`src/rtl/rc4_pkg.sv`:
```
// Shared RC4 definitions: byte/table geometry and the PRGA state encoding,
// kept in the same sequential enum style as the init and shuffle FSMs.
package rc4_pkg;

  localparam int BYTE_W               = 8;
  localparam int S_DEPTH              = 256;
  localparam int PRGA_CYCLES_PER_BYTE = 11;

  typedef enum logic [3:0] {
    ST_IDLE,
    ST_INC_I,
    ST_WAIT_SI,
    ST_READ_SI,
    ST_WAIT_SJ,
    ST_READ_SJ,
    ST_WRITE_SI,
    ST_WRITE_SJ,
    ST_READ_F,
    ST_WAIT_F,
    ST_WRITE_D,
    ST_NEXT,
    ST_DONE
  } rc4_state_e;

endpackage

```
`src/rtl/rc4_prga_decrypt_if.sv`:
```
// Control handshake plus the s_memory, encrypted_message and decrypted_message
// ports of the PRGA decryptor, bundled for the top-level mux.
interface rc4_prga_decrypt_if #(
  parameter int MSG_AW = 5
);
  import rc4_pkg::*;

  // start/finish is a level handshake: start is held high to request a run,
  // finish is held high once the run is complete, and a new run is only
  // accepted after start has been dropped (finish falls with it).
  logic              start;
  logic              finish;
  logic              busy;
  logic [BYTE_W-1:0] s_addr;
  logic [BYTE_W-1:0] s_wdata;
  logic              s_wren;
  logic [BYTE_W-1:0] s_q;
  logic [MSG_AW-1:0] e_addr;
  logic [BYTE_W-1:0] e_q;
  logic [MSG_AW-1:0] d_addr;
  logic [BYTE_W-1:0] d_wdata;
  logic              d_wren;

  modport master (
    input  start, s_q, e_q,
    output finish, busy, s_addr, s_wdata, s_wren, e_addr, d_addr, d_wdata, d_wren
  );

  modport slave (
    output start, s_q, e_q,
    input  finish, busy, s_addr, s_wdata, s_wren, e_addr, d_addr, d_wdata, d_wren
  );

endinterface

```
`src/rtl/rc4_prga_decrypt.sv`:
```
// RC4 keystream generator: walks the permuted S table, swaps per byte and XORs
// the keystream with the encrypted ROM into the decrypted RAM.
module rc4_prga_decrypt
  import rc4_pkg::*;
#(
  parameter int MSG_LEN = 32,
  parameter int MSG_AW  = 5
) (
  input  logic               clk,
  input  logic               reset,
  rc4_prga_decrypt_if.master bus,
  output rc4_state_e         state_o
);

  localparam int                IDX_W  = $clog2(S_DEPTH);
  localparam logic [MSG_AW-1:0] K_LAST = MSG_AW'(MSG_LEN - 1);

  rc4_state_e        state_q, state_d;
  logic [IDX_W-1:0]  i_q, i_d, j_q, j_d;
  logic [MSG_AW-1:0] k_q, k_d;
  logic [BYTE_W-1:0] si_q, si_d, sj_q, sj_d, enc_q, enc_d;
  logic              finish_q, finish_d;
  logic [IDX_W-1:0]  f_idx;

  logic              busy;
  logic [BYTE_W-1:0] s_addr, s_wdata, d_wdata;
  logic              s_wren, d_wren;
  logic [MSG_AW-1:0] e_addr, d_addr;

  assign f_idx = si_q + sj_q;

  always_ff @(posedge clk) begin
    if (!reset) begin
      state_q  <= ST_IDLE;
      i_q      <= '0;
      j_q      <= '0;
      k_q      <= '0;
      si_q     <= '0;
      sj_q     <= '0;
      enc_q    <= '0;
      finish_q <= 1'b0;
    end else begin
      state_q  <= state_d;
      i_q      <= i_d;
      j_q      <= j_d;
      k_q      <= k_d;
      si_q     <= si_d;
      sj_q     <= sj_d;
      enc_q    <= enc_d;
      finish_q <= finish_d;
    end
  end

  always_comb begin
    state_d = state_q;
    i_d     = i_q;
    j_d     = j_q;
    k_d     = k_q;
    si_d    = si_q;
    sj_d    = sj_q;
    enc_d   = enc_q;
    // finish rises one edge after DONE is entered and drops together with start.
    finish_d = (state_q == ST_DONE) && bus.start;
    case (state_q)
      ST_IDLE: begin
        if (bus.start) begin
          state_d = ST_INC_I;
          i_d     = '0;
          j_d     = '0;
          k_d     = '0;
        end
      end
      ST_INC_I: begin
        i_d     = i_q + IDX_W'(1);
        state_d = ST_WAIT_SI;
      end
      ST_WAIT_SI: state_d = ST_READ_SI;
      ST_READ_SI: begin
        si_d    = bus.s_q;
        j_d     = j_q + bus.s_q;
        enc_d   = bus.e_q;
        state_d = ST_WAIT_SJ;
      end
      ST_WAIT_SJ: state_d = ST_READ_SJ;
      ST_READ_SJ: begin
        sj_d    = bus.s_q;
        state_d = ST_WRITE_SI;
      end
      ST_WRITE_SI: state_d = ST_WRITE_SJ;
      ST_WRITE_SJ: state_d = ST_READ_F;
      ST_READ_F:   state_d = ST_WAIT_F;
      ST_WAIT_F:   state_d = ST_WRITE_D;
      ST_WRITE_D:  state_d = ST_NEXT;
      ST_NEXT: begin
        if (k_q == K_LAST) begin
          state_d = ST_DONE;
        end else begin
          k_d     = k_q + MSG_AW'(1);
          state_d = ST_INC_I;
        end
      end
      ST_DONE: begin
        if (!bus.start) state_d = ST_IDLE;
      end
      default: state_d = ST_IDLE;
    endcase
  end

  // Memory addresses are registered inside the RAMs, so each address is held
  // through its wait and capture states.
  always_comb begin
    busy    = (state_q != ST_IDLE) && (state_q != ST_DONE);
    s_addr  = '0;
    s_wdata = '0;
    s_wren  = 1'b0;
    e_addr  = '0;
    d_addr  = '0;
    d_wdata = '0;
    d_wren  = 1'b0;
    case (state_q)
      ST_INC_I: begin
        s_addr = i_q + IDX_W'(1);
        e_addr = k_q;
      end
      ST_WAIT_SI, ST_READ_SI: begin
        s_addr = i_q;
        e_addr = k_q;
      end
      ST_WAIT_SJ, ST_READ_SJ: s_addr = j_q;
      ST_WRITE_SI: begin
        s_addr  = i_q;
        s_wdata = sj_q;
        s_wren  = 1'b1;
      end
      ST_WRITE_SJ: begin
        s_addr  = j_q;
        s_wdata = si_q;
        s_wren  = 1'b1;
      end
      ST_READ_F, ST_WAIT_F: s_addr = f_idx;
      ST_WRITE_D: begin
        s_addr  = f_idx;
        d_addr  = k_q;
        d_wdata = bus.s_q ^ enc_q;
        d_wren  = 1'b1;
      end
      default: ;
    endcase
  end

  assign bus.finish  = finish_q;
  assign bus.busy    = busy;
  assign bus.s_addr  = s_addr;
  assign bus.s_wdata = s_wdata;
  assign bus.s_wren  = s_wren;
  assign bus.e_addr  = e_addr;
  assign bus.d_addr  = d_addr;
  assign bus.d_wdata = d_wdata;
  assign bus.d_wren  = d_wren;
  assign state_o     = state_q;

endmodule

```
`src/flat_wrapper.sv`:
```
// flat-port wrapper written by rule: the top's interface ports become plain ports
module rc4_prga_decrypt_flat import rc4_pkg::*;
#(
  parameter int MSG_LEN = 32,
  parameter int MSG_AW  = 5
)
  (clk, reset, state_o, bus_start, bus_s_q, bus_e_q, bus_finish, bus_busy, bus_s_addr, bus_s_wdata, bus_s_wren, bus_e_addr, bus_d_addr, bus_d_wdata, bus_d_wren);
  rc4_prga_decrypt_if #(.MSG_AW(MSG_AW)) bus_i ();
  input  logic clk;
  input  logic reset;
  output rc4_state_e state_o;
  input wire logic [$bits(bus_i.start)-1:0] bus_start;
  input wire logic [$bits(bus_i.s_q)-1:0] bus_s_q;
  input wire logic [$bits(bus_i.e_q)-1:0] bus_e_q;
  output wire logic [$bits(bus_i.finish)-1:0] bus_finish;
  output wire logic [$bits(bus_i.busy)-1:0] bus_busy;
  output wire logic [$bits(bus_i.s_addr)-1:0] bus_s_addr;
  output wire logic [$bits(bus_i.s_wdata)-1:0] bus_s_wdata;
  output wire logic [$bits(bus_i.s_wren)-1:0] bus_s_wren;
  output wire logic [$bits(bus_i.e_addr)-1:0] bus_e_addr;
  output wire logic [$bits(bus_i.d_addr)-1:0] bus_d_addr;
  output wire logic [$bits(bus_i.d_wdata)-1:0] bus_d_wdata;
  output wire logic [$bits(bus_i.d_wren)-1:0] bus_d_wren;
  assign bus_i.start = bus_start;
  assign bus_i.s_q = bus_s_q;
  assign bus_i.e_q = bus_e_q;
  assign bus_finish = bus_i.finish;
  assign bus_busy = bus_i.busy;
  assign bus_s_addr = bus_i.s_addr;
  assign bus_s_wdata = bus_i.s_wdata;
  assign bus_s_wren = bus_i.s_wren;
  assign bus_e_addr = bus_i.e_addr;
  assign bus_d_addr = bus_i.d_addr;
  assign bus_d_wdata = bus_i.d_wdata;
  assign bus_d_wren = bus_i.d_wren;
  rc4_prga_decrypt #(.MSG_LEN(MSG_LEN), .MSG_AW(MSG_AW)) u_core (.clk(clk), .reset(reset), .bus(bus_i), .state_o(state_o));
endmodule
```
`config.mk`:
```
export PLATFORM = sky130hd
export DESIGN_NAME = rc4_prga_decrypt_flat
export DESIGN_NICKNAME = d
export VERILOG_FILES = /design/src/rtl/rc4_pkg.sv /design/src/rtl/rc4_prga_decrypt_if.sv /design/src/rtl/rc4_prga_decrypt.sv /design/src/flat_wrapper.sv
export SDC_FILE = /design/constraint.sdc
export NUM_CORES = 1
export LEC_CHECK = 0
export ABC_CLOCK_PERIOD_IN_PS = 1900
export CAP_MARGIN = 15
export CORE_ASPECT_RATIO = 0.75
export CORE_MARGIN = 2
export CORE_UTILIZATION = 45
export CTS_CLUSTER_DIAMETER = 100
export DETAILED_ROUTE_END_ITERATION = 8
export PLACE_DENSITY = 0.76
export SETUP_SLACK_MARGIN = 0.4
export SLEW_MARGIN = 0
export SYNTH_ARGS = -nofsm -noshare
export SYNTH_HDL_FRONTEND = slang
export SYNTH_SLANG_ARGS = --single-unit
```
`constraint.sdc`:
```
create_clock -name clk -period 1.9 [get_ports clk]
set_input_delay 0.38 -clock clk [delete_from_list [all_inputs] [get_ports clk]]
set_output_delay 0.38 -clock clk [all_outputs]
set_load 0.01 [all_outputs]
```
# After elaboration in Yosys (flattened, before gate mapping)
# Cells that the tools add are included.
[op_classes] n_eq_ne=17 muxes=17 n_addsub=4 bitwise=1 reduce_logical=16
[ops] op="case mux 4 bit (13 select lines)" count=1
[ops] op="case mux 8 bit (2 select lines)" count=3
[ops] op="case mux 8 bit (4 select lines)" count=1
[ops] op="== test 4 bit, second input constant" count=5
[ops] op="2-to-1 mux 5 bit" count=4
[ops] op="adder 8 bit" count=2
[ops] op="== test 4 x 3 -> 1 bit, second input constant" count=4
[ops] op="2-to-1 mux 8 bit" count=2
[ops] op="2-to-1 mux 4 bit" count=3
[ops] op="OR reduction 3 bit" count=4
[ops] op="case mux 5 bit (2 select lines)" count=1
[ops] op="adder 8 x 1 -> 8 bit, second input constant" count=1
[ops] op="== test 4 x 2 -> 1 bit, second input constant" count=2
[ops] op="XOR 8 bit" count=1
[ops] op="!= test 2 bit, second input constant" count=3
[ops] op="AND reduction 2 bit" count=3
[ops] op="nonzero test 2 bit" count=3
[ops] op="adder 5 x 1 -> 5 bit, second input constant" count=1
[ops] op="== test 5 bit, second input constant" count=1
[ops] op="== test 4 x 1 -> 1 bit, second input constant" count=1
[ops] op="zero test 4 bit" count=1
[ops] op="!= test 4 bit, second input constant" count=1
[ops] op="nonzero test 4 bit" count=1
[ops] op="AND reduction 3 bit" count=1
[ops] op="other kinds (3)" count=5
[word_totals] out_inout_bits=42 reg_bits=50 wordCells=63

# Depth between registers and ports, before layout
[depth] word_depth=3 ltp_mapped=8 mapped_depth_nobuf=8

# Worst setup path before layout
# No wires, ideal clock.
[synth_timing] kind="reg2out" startpoint="register u_core.sj_q[0]" endpoint="output bus_s_addr[4]" path_stages_with_launch=9 n_path_buf=0 setup_slack_ns=-0.239 required_time_ns=1.520 t_arrival_ns=1.759 cell_sequence="dfxtp_1 ha_1 inv_1 fa_1 nor2b_1 o21ai_0 a21boi_0 nor2_1 a221o_1"
[synth_via] elab_chain_cells=2
[synth_lines] element="start: declaration" line_no="rc4_prga_decrypt.sv:21" rtl="logic [BYTE_W-1:0] si_q, si_d, sj_q, sj_d, enc_q, enc_d;"
[synth_lines] element="start signal: assignment" line_no="rc4_prga_decrypt.sv:48" rtl="sj_q <= sj_d;"
[synth_lines] element="adder 8 bit" line_no="rc4_prga_decrypt.sv:30" rtl="assign f_idx = si_q + sj_q;"
[synth_lines] element="case mux 8 bit (4 select lines)" line_no="rc4_prga_decrypt.sv:120" rtl="case (state_q)"
[synth_lines] element="end: declaration" line_no="flat_wrapper.sv:17" rtl="output wire logic [$bits(bus_i.s_addr)-1:0] bus_s_addr;"
# Every way passes these cells.

# Worst setup path in the final report
# Same ends and word-level chain as after synthesis.

==> results by group <==
Synthesis
  • Mux cell area share after synthesis: under 10%
  • Synthesized area per cell: 7.59 µm²
  • Compound-Gate Fraction of Synth Area: 19.8%
  • Yosys warning count: 0
  • Adder-cell share of the synthesized area: under 10%
  • Post-synthesis register bit count: 50
  • FFs w/ async S/R, synth: 0%
  • Mapped Cells: between 400 and 500
  • Simple-Gate Fraction of Synth Area: ~28%
  • Post-synthesis sequential area ratio: a little over 30%
  • Netlist Area Pre-Place: approximately 0.0032 mm²
  • Largest family of logic cells by synthesized area: simple AND/OR/NAND/NOR gates
  • Syn Nets: 462
  • Post-synthesis cell type count: between 50 and 60
  • Xor/xnor share of the synthesized area: about 4.9%
  • Top FF cell, synth: dfxtp_1
  • Post-synth EDFFs: 0

Worst hold path
  • Worst hold path endpoint: u_core.enc_q[4]
  • Hold Crit Class: register to register
  • Hold_sp: u_core.enc_q[4]
  • Depth of the worst hold-timing path: 2

Clocking
  • CTS tree: built
  • Hold-fix buffers, CTS: 0
  • Root buffer cell: clkbuf_8
  • Clock latency at the later pin of the worst-skew pair: approximately 0.33 ns
  • Max clock buf depth: 2
  • CTS clk-pin slew, worst paths: between 0.1 and 0.15 ns
  • # clock sinks: 50
  • Num CTS Buffers: 5
  • H-tree levels: 2

STA
  • Final Max Tran Viols: 0
  • Final hold slack: between 0.5 and 0.6 ns
  • Fmax: between 0.3 and 0.4 GHz
  • Final Critical Period: between 2 and 3 ns
  • # setup viols final: 70
  • Max_slew headroom: 62.5%
  • Final number of hold-violating endpoints: 0
  • Worst Tran Pin Value: between 0.5 and 0.6 ns
  • Post-route clock period utilization: 139%
  • Clock skew: approximately 0.014 ns
  • RSZ-0062 raised after global routing: true
  • Final worst-path setup slack: -0.737 ns

Power and ir drop
  • P_sw: about 920 µW
  • Power Dens Cells: 419 mW/mm²
  • Logic pwr share: 33.2%
  • Reg power frac: around two fifths
  • Power Internal: 1760 µW
  • Leak: approximately 0.0026 µW
  • Net Sw Frac: between 30% and 40%
  • VDD IR max: about 0.40 mV
  • Clock share of power: 26.0%

Setup path
  • Worst setup EP type: output port
  • Crit path kind: register to output port
  • Crit Reg-Reg Startpoint: u_core.state_o[1]
  • Crit start category: register
  • R2R depth: 13
  • Worst flop-to-flop path endpoint: u_core.enc_q[6]
  • Worst Path Arrival: around 2.3 ns
  • Worst-path fanout max: 2
  • Critical Path RT: 1.52 ns
  • R2R Setup Slk: -0.35 ns

Floorplan
  • Total die area: around 0.0078 mm²
  • Die Y: between 70 and 80 µm
  • Starting Density: a little under half
  • IO Pins: 61
  • Floorplan row count: 26
  • Core area: 0.00686 mm²
  • Die width: 102 µm

Global route
  • Initial antenna violation count: 1
  • Largest net degree at the start of global routing: 34
  • Global-route wire length before repair: 23,200 µm
  • GRT Util Overall: between 30% and 40%
  • Vias in the first global route: 4,557
  • Gr ovfl total: 0

Drt
  • # DRC: 0
  • Routed WL per cell: between 20 and 30 µm
  • ANT nets after route: 0
  • First-pass DRT Iterations: 7
  • Via/cell ratio: around 7.0
  • Initial drt markers: 754
  • Final wirelength: 20,700 µm
  • Vias after detailed routing: 5,116

Finish
  • Most frequent cells in the layout: buf_4 (88), buf_6 (83), nand2_1 (36), dfxtp_1 (33), a21oi_2 (32)
  • Most common cell after layout, fill and taps aside: buf_4
  • Proportion of layout cells with a drive suffix above 1: about 62%
  • Area occupied by multi-input gates: ~0.003 mm²
  • Layout area overhead: 99.3%
  • Storage element area: approximately 0.0010 mm²
  • Number of fill cells: approximately 180
  • Non-Filler Instances: around 730
  • Finished Core Util: between 90% and 100%
  • Diodes inserted: 0
  • Final net count: 668

Place
  • GP Congestion: between 0.8 and 0.9
  • IO buf count: 60
  • Placed insts: about 660
  • Hpwl dp: ~8000 µm

Outcome
  • Failing checks: setup timing
  • Outcome: finished, violations left

Job
  • Maxcap violations: 0
==> critical path, stage by stage, from the launching register on <==
cell      delay, ns
dfxtp_2        0.39
ha_4           0.15
inv_2          0.05
fa_2           0.37
nor2b_2        0.19
o21ai_2        0.09
a21boi_2       0.17
nor2_1         0.06
a221o_1        0.30
buf_2          0.15
==> final cells by class <==
type	instances	area share, %
clock buffers	6	1.29
inverters	11	0.761
multi-input cells	343	46.9
flip-flops and latches	50	16.1
well taps	98	1.91
repair buffers	219	33.0
==> registers in the layout, indices dropped and copies added, names as in the netlist <==
| signal | count |
|---|---|
| u_core.bus.finish | 1 |
| u_core.enc_q | 8 |
| u_core.i_q | 8 |
| u_core.j_q | 8 |
| u_core.k_q | 5 |
| u_core.si_q | 8 |
| u_core.sj_q | 8 |
| u_core.state_o | 4 |
==> Yosys cell counts (all sizes together) (2+ instances only) <==
cell | number | area [µm²]
fa | 2 | 40.0
nor2 | 40 | 155
or3 | 3 | 18.8
ha | 17 | 213
xor2 | 7 | 61.3
clkbuf | 15 | 56.3
o21bai | 2 | 15.0
a21boi | 2 | 15.0
o21a | 2 | 15.0
a221oi | 2 | 17.5
nor2b | 5 | 31.3
nor3 | 8 | 51.3
nand2b | 7 | 43.8
a211oi | 4 | 30.0
a211o | 2 | 17.5
nand4 | 5 | 31.3
and3 | 3 | 18.8
o21ai | 15 | 75.1
o211ai | 4 | 30.0
o221ai | 2 | 17.5
xnor2 | 11 | 96.3
nand3 | 21 | 105
inv | 11 | 41.3
nand3b | 3 | 22.5
a21oi | 57 | 285
nand2 | 69 | 259
buf | 5 | 30.0
and2 | 12 | 75.1
dfxtp | 50 | 1000
mux2i | 13 | 130
nor3b | 5 | 42.5
a21o | 5 | 37.5
==> power groups by stage <==
stage               Clock (µW)  Combinational [µW]  Sequential [µW]
global route               711                 895             1090
finish                     698                 892             1090
global placement             0                 480             1110
CTS                        652                 656             1090
detailed placement           0                 496             1110
floorplan                    0                 253             1110
==> worst max path at each step <==
| stage | start | end | depth (start not counted) |
|---|---|---|---|
| after floorplan | u_core.si_q[0] | bus_s_addr[4] | 8 |
| after global routing | u_core.i_q[0] | bus_s_addr[5] | 6 |
| after CTS | u_core.si_q[0] | bus_s_addr[4] | 9 |
| after global placement | u_core.si_q[0] | bus_s_addr[4] | 9 |
| final | u_core.sj_q[0] | bus_s_addr[4] | 9 |
| after detailed placement | u_core.si_q[0] | bus_s_addr[4] | 9 |
==> what timing repair did <==
| action | CTS | global route |
|---|---|---|
| endpoints found under the hold margin | 0 | 0 |
| pin swaps | 33 | 66 |
| setup buffers | 41 | 15 |
| cloned | 3 | 1 |
| resized for setup | 307 | 171 |
| setup endpoints to repair | 82 | 88 |
==> cell families (layout without fill, tap and decap cells) <==
family          after synthesis  after routing
buf+inv                      31            236
simple gates                187            187
fa+ha+maj                    19             19
mux                          13             13
compound gates              106            106
xor+xnor                     18             18
flops                        50             50
==> metrics by stage <==
stage	instance area (µm²)	worst slack (ns)	power, µW	setup TNS (ns)
after floorplan	3410	-0.0825	1360	-0.116
after global placement	4790	-0.534	1590	-8.14
after detailed placement	4790	-0.632	1610	-9.46
after CTS	5590	-0.547	2390	-5.78
after global routing	6410	-0.776	2700	-20.32
final	6410	-0.737	2680	-17.99
==> metal layers <==
| layer | share of wire, % | global-route usage (%) |
|---|---|---|
| met5 | 0 | 0 |
| met2 | 42 | 63.1 |
| met4 | 9.1 | 21.8 |
| met1 | 34 | 43.3 |
| met3 | 15 | 10.7 |
(Power assumes the default switching activity.)
==> RTL change 1: new RTL, same flow settings <==
`MSG_AW` is set to 5 in 3 places; all go to 6.
--- a/src/rtl/rc4_prga_decrypt_if.sv
+++ b/src/rtl/rc4_prga_decrypt_if.sv
@@ -1,7 +1,7 @@
 // Control handshake plus the s_memory, encrypted_message and decrypted_message
 // ports of the PRGA decryptor, bundled for the top-level mux.
 interface rc4_prga_decrypt_if #(
-  parameter int MSG_AW = 5
+  parameter int MSG_AW = 6
 );
   import rc4_pkg::*;
 
--- a/src/rtl/rc4_prga_decrypt.sv
+++ b/src/rtl/rc4_prga_decrypt.sv
@@ -4,7 +4,7 @@
   import rc4_pkg::*;
 #(
   parameter int MSG_LEN = 32,
-  parameter int MSG_AW  = 5
+  parameter int MSG_AW  = 6
 ) (
   input  logic               clk,
   input  logic               reset,
--- a/src/flat_wrapper.sv
+++ b/src/flat_wrapper.sv
@@ -2,7 +2,7 @@
 module rc4_prga_decrypt_flat import rc4_pkg::*;
 #(
   parameter int MSG_LEN = 32,
-  parameter int MSG_AW  = 5
+  parameter int MSG_AW  = 6
 )
   (clk, reset, state_o, bus_start, bus_s_q, bus_e_q, bus_finish, bus_busy, bus_s_addr, bus_s_wdata, bus_s_wren, bus_e_addr, bus_d_addr, bus_d_wdata, bus_d_wren);
   rc4_prga_decrypt_if #(.MSG_AW(MSG_AW)) bus_i ();
Interface: changed (resized bus_d_addr and bus_e_addr); port bits go from 61 to 63. No check against the original RTL was run, so the function may have changed too.
==> RTL change 1 against the unedited design <==
The run still ends with setup timing left; total power decreased by 0.76%; wire length decreased by 21%; design area decreased by 3.9%; sequential cell count increased by 1; clock power increased by 14%; area after synthesis increased by 5.3%; setup slack got worse by 0.11 ns; cell count decreased by 1.8%; hold slack got worse by 0.021 ns; critical endpoint is now bus_s_addr[7]; largest cell class unchanged.
==> RTL change 1: results (changes against the unedited design) <==
Status: finished with violations (unchanged)
Failing checks: setup timing (unchanged)
Dpl cells: 662 (was 661)
Leakage: 2.595 nW (was 2.594 nW)
Layout cells sized above 1: 58.40% (was 62.16%)
Worst path slowest cell: o31ai_2 (was dfxtp_2)
Worst Hold Path EP: u_core.enc_q[2]$_SDFFE_PN0P_ (was u_core.enc_q[4]$_SDFFE_PN0P_)
TNS Setup: -9.433 ns (was -17.99 ns)
Vias: 4367 (was 5116)
Post-synth cell types: 55 (was 52)
Post-CTS Setup Bufs: 21 (was 41)
Hold_sp: u_core.enc_q[2]$_SDFFE_PN0P_ (was u_core.enc_q[4]$_SDFFE_PN0P_)
Worst setup startpoint: u_core.si_q[1]$_SDFFE_PN0P_ (was u_core.sj_q[0]$_SDFFE_PN0P_)
First-pass DRT Iterations: 6 (was 7)
Highest ir drop seen on vdd: 0.3208 mV (was 0.4011 mV)
DR WL met2: 7564 um (was 8713 um)
Synth Area in Compound Gates: 23.26% (was 19.80%)
Post-Synth XOR/XNOR Area: 7.496% (was 4.901%)
Non-filler cells, final: 714 (was 727)
Initial antenna violation count: 0 (was 1)
WL met3: 1535 um (was 3072 um)
Setup WS post-layout: -0.8518 ns (was -0.7372 ns)
Total GRT Usage: 30.64% (was 38.03%)
# resized after CTS: 280 (was 307)
Largest cells by area after synthesis: dfxtp_1 (30%), nand2_1 (7.8%), a21boi_0 (6.0%) (was dfxtp_1 (31%), a21oi_1 (8.9%), nand2_1 (8.1%))
Drt initial violations: 370 (was 754)
Post-synthesis sequential area ratio: 30.13% (was 31.12%)
WL met1: 6111 um (was 7020 um)
GP Congestion: 0.8857 (was 0.8938)
Met3 Usage GRT: 4.680% (was 10.67%)
Final setup vio count: 50 (was 70)
Max incr delay on CP: 0.41 ns (was 0.39 ns)
Avg Inst Size Synth: 8.010 um2 (was 7.587 um2)
Worst EP arrival: 2.37 ns (was 2.26 ns)
Post-DP HPWL: 8074 um (was 7937 um)
Met1 usage: 38.50% (was 43.30%)
Cells on worst reg2reg path: 8 (was 13)
Post-Synth Adder-Cell Area: 7.090% (was 7.857%)
Top cells by count, synth: nand2_1 (70), dfxtp_1 (51), nor2_1 (34), a21boi_0 (27), xnor2_1 (17) (was nand2_1 (69), a21oi_1 (57), dfxtp_1 (50), nor2_1 (38), nand3_1 (21))
Setup crit end: bus_s_addr[7] (was bus_s_addr[4])
Flop2flop setup slack: -0.20 ns (was -0.35 ns)
Largest net degree at the start of global routing: 30 (was 34)
Final Skew: 0.01928 ns (was 0.01402 ns)
Synthesized Nets: 460 (was 462)
## RTL change 1: cell types whose count changed in the layout (fill, tap and decap cells not counted), moves of 11 or more
cell      unedited run  this run
a21boi_1             0        14
buf_2               15        27
buf_6               83        56
a21oi_1             23         6
a21oi_2             32         5
nand2_1             36        49
nand2_4             20         9
nor2_4              18         6
## RTL change 1: final cells by class
| class | count | area, um2 |
|---|---|---|
| Sequential cell | 51 | 1057 |
| Clock buffer | 5 | 68.82 |
| Multi-Input combinational cell | 345 | 2987 |
| Timing Repair Buffer | 203 | 1856 |
| Fill cell | 368 | 1167 |
| Inverter | 6 | 30.03 |
| Clock inverter | 3 | 38.79 |
| Tap cell | 101 | 126.4 |
## RTL change 1: power by group
part           leakage [nW]  internal (mW)  total [mW]  switching, mW
Combinational          2.12          0.395       0.763          0.368
Clock                0.0556          0.387       0.796          0.409
Sequential            0.422           1.08        1.10         0.0235
==> RTL change 2: new RTL, same flow settings <==
Made on the original files. Take the reset off `j_q` and load it in a clocked block of its own.
--- a/src/rtl/rc4_prga_decrypt.sv
+++ b/src/rtl/rc4_prga_decrypt.sv
@@ -33,7 +33,6 @@
     if (!reset) begin
       state_q  <= ST_IDLE;
       i_q      <= '0;
-      j_q      <= '0;
       k_q      <= '0;
       si_q     <= '0;
       sj_q     <= '0;
@@ -42,13 +41,16 @@
     end else begin
       state_q  <= state_d;
       i_q      <= i_d;
-      j_q      <= j_d;
       k_q      <= k_d;
       si_q     <= si_d;
       sj_q     <= sj_d;
       enc_q    <= enc_d;
       finish_q <= finish_d;
     end
+  end
+
+  always_ff @(posedge clk) begin
+    j_q <= j_d;
   end
 
   always_comb begin
Behaviour: same outputs for any inputs over 10 cycles, from zero or initial values and one cycle with reset low; that may be too few to reach the edited logic, so the function may still have changed.
==> RTL change 2 against the unedited design <==
The run still ends with setup timing left; design area is 4.9% lower; total power grew 4.4%; fmax grew 7.3%; register-to-register slack better by 0.17 ns; combinational power is 5.7% lower; area after synthesis grew 2.5%; setup slack improved by 0.18 ns; via count is 18% lower; sequential cell count is the same; clock skew is 0.0031 ns higher; clock power up 16%; wire length down 27%; die area rose by 2.3%; non-clock buffer count down 5.
==> RTL change 2: results (changes against the unedited design) <==
Largest net degree at the start of global routing: 25 (was 34)
Switching part of the total: 30.80% (was 34.28%)
Number of synthesized flops with an enable pin: 8 (was 0)
Post-CTS Setup Bufs: 31 (was 41)
First-pass DRT Iterations: 5 (was 7)
Post-synth cell types: 59 (was 52)
Leakage: 2.534 nW (was 2.594 nW)
Worst EP arrival: 2.08 ns (was 2.26 ns)
Setup WS post-layout: -0.5582 ns (was -0.7372 ns)
Setup WS pre-CTS: -0.5727 ns (was -0.6325 ns)
Drt initial violations: 316 (was 754)
Total GRT Usage: 31.36% (was 38.03%)
DP Area: 0.004896 mm2 (was 0.004791 mm2)
Synthesized Nets: 445 (was 462)
Cells on worst reg2reg path: 9 (was 13)
First-pass GRT wire length: 19690 um (was 23160 um)
Layout cells sized above 1: 56.21% (was 62.16%)
Highest ir drop seen on vdd: 0.4216 mV (was 0.4011 mV)
Initial antenna violation count: 0 (was 1)
# resized after CTS: 275 (was 307)
Relative slew slack: 76.69% (was 62.51%)
Post-DP HPWL: 7648 um (was 7937 um)
Final setup vio count: 36 (was 70)
Post-synthesis sequential area ratio: 32.80% (was 31.12%)
Status: finished with violations (unchanged)
Vias in the first global route: 3971 (was 4557)
Failing checks: setup timing (unchanged)
GP Congestion: 0.9430 (was 0.8938)
Top cells by count, synth: nand2_1 (68), dfxtp_1 (42), nor2_1 (41), a21boi_1 (29), ha_1 (17) (was nand2_1 (69), a21oi_1 (57), dfxtp_1 (50), nor2_1 (38), nand3_1 (21))
Final WL: 15040 um (was 20700 um)
# nets final: 649 (was 668)
RTL change 2: changes by cell type after synthesis, sizes merged, moves of 3 or more:
cell    delta
a21oi     -46
a21boi    +30
nand3     -13
dfxtp      -8
edfxtp     +8
clkbuf     -7
buf        +5
nor3b      -5
xnor2      +5
mux2i      -4
xor2       -3
RTL change 2: worst max-delay path, stage by stage (launching register included):
cell and delay (ns):
dfxtp_2 0.35, ha_4 0.16, inv_2 0.06, fa_2 0.24, nor2b_4 0.05, o31a_1 0.27
buf_4 0.15, a311oi_2 0.26, o21ai_1 0.08, buf_2 0.16
RTL change 2: power by group through the flow:
| stage | Sequential [mW] | Combinational, mW | Clock (mW) |
|---|---|---|---|
| after floorplan | 1.16 | 0.292 | 0 |
| after global placement | 1.17 | 0.557 | 0 |
| after detailed placement | 1.17 | 0.574 | 0 |
| after CTS | 1.14 | 0.687 | 0.774 |
| after global routing | 1.15 | 0.881 | 0.837 |
| final | 1.15 | 0.841 | 0.810 |
RTL change 2: layout make-up:
| type | instances | area (um2) | area share (%) |
|---|---|---|---|
| Multi-Input combinational cell | 328 | 2718 | 44.54 |
| Timing Repair Buffer | 214 | 1988 | 32.59 |
| Sequential cell | 50 | 1111 | 18.21 |
| Tap cell | 98 | 122.6 | 2.010 |
| Clock buffer | 6 | 72.57 | 1.189 |
| Inverter | 12 | 55.05 | 0.9024 |
| Clock inverter | 2 | 33.78 | 0.5537 |
RTL change 2: cell families (layout without fill, tap and decap cells):
logic type	count (synthesis)	in the layout	share of synthesized area, %
compound gates	97	97	20.92
fa+ha+maj	19	19	7.669
mux	9	9	2.734
simple gates	182	183	26.69
buf+inv	30	234	3.872
flops	50	50	32.80
xor+xnor	20	20	5.315
RTL change 2: per-layer routing:
metal	vias up	GRT usage, %	part of all wire (%)
met5	-	0	0
met4	0	8.289	3.7
met3	61	4.809	8.1
met2	223	54.18	50
met1	2077	40.72	38
li1	1846	-	-
RTL change 2: worst paths after layout:
path	startpoint	to	slack [ns]
hold reg to reg	u_core.enc_q[1]$_SDFFE_PN0N_	u_core.enc_q[1]$_SDFFE_PN0N_	0.50
hold / removal	u_core.enc_q[1]$_SDFFE_PN0N_	u_core.enc_q[1]$_SDFFE_PN0N_	0.50
setup / recovery	u_core.si_q[0]$_SDFFE_PN0N_	bus_s_addr[6]	-0.56
setup reg to reg	u_core.j_q[5]$_SDFFCE_PP0P_	u_core.j_q[7]$_SDFFCE_PP0P_	-0.18
RTL change 2: stage by stage:
stage,util (%),setup TNS (ns),std cells
global route,87.63,-8.614,710
detailed placement,70.33,-9.234,648
global placement,70.33,-8.868,648
CTS,79.73,-5.117,689
floorplan,-,-0.01231,407
finish,87.63,-7.205,710
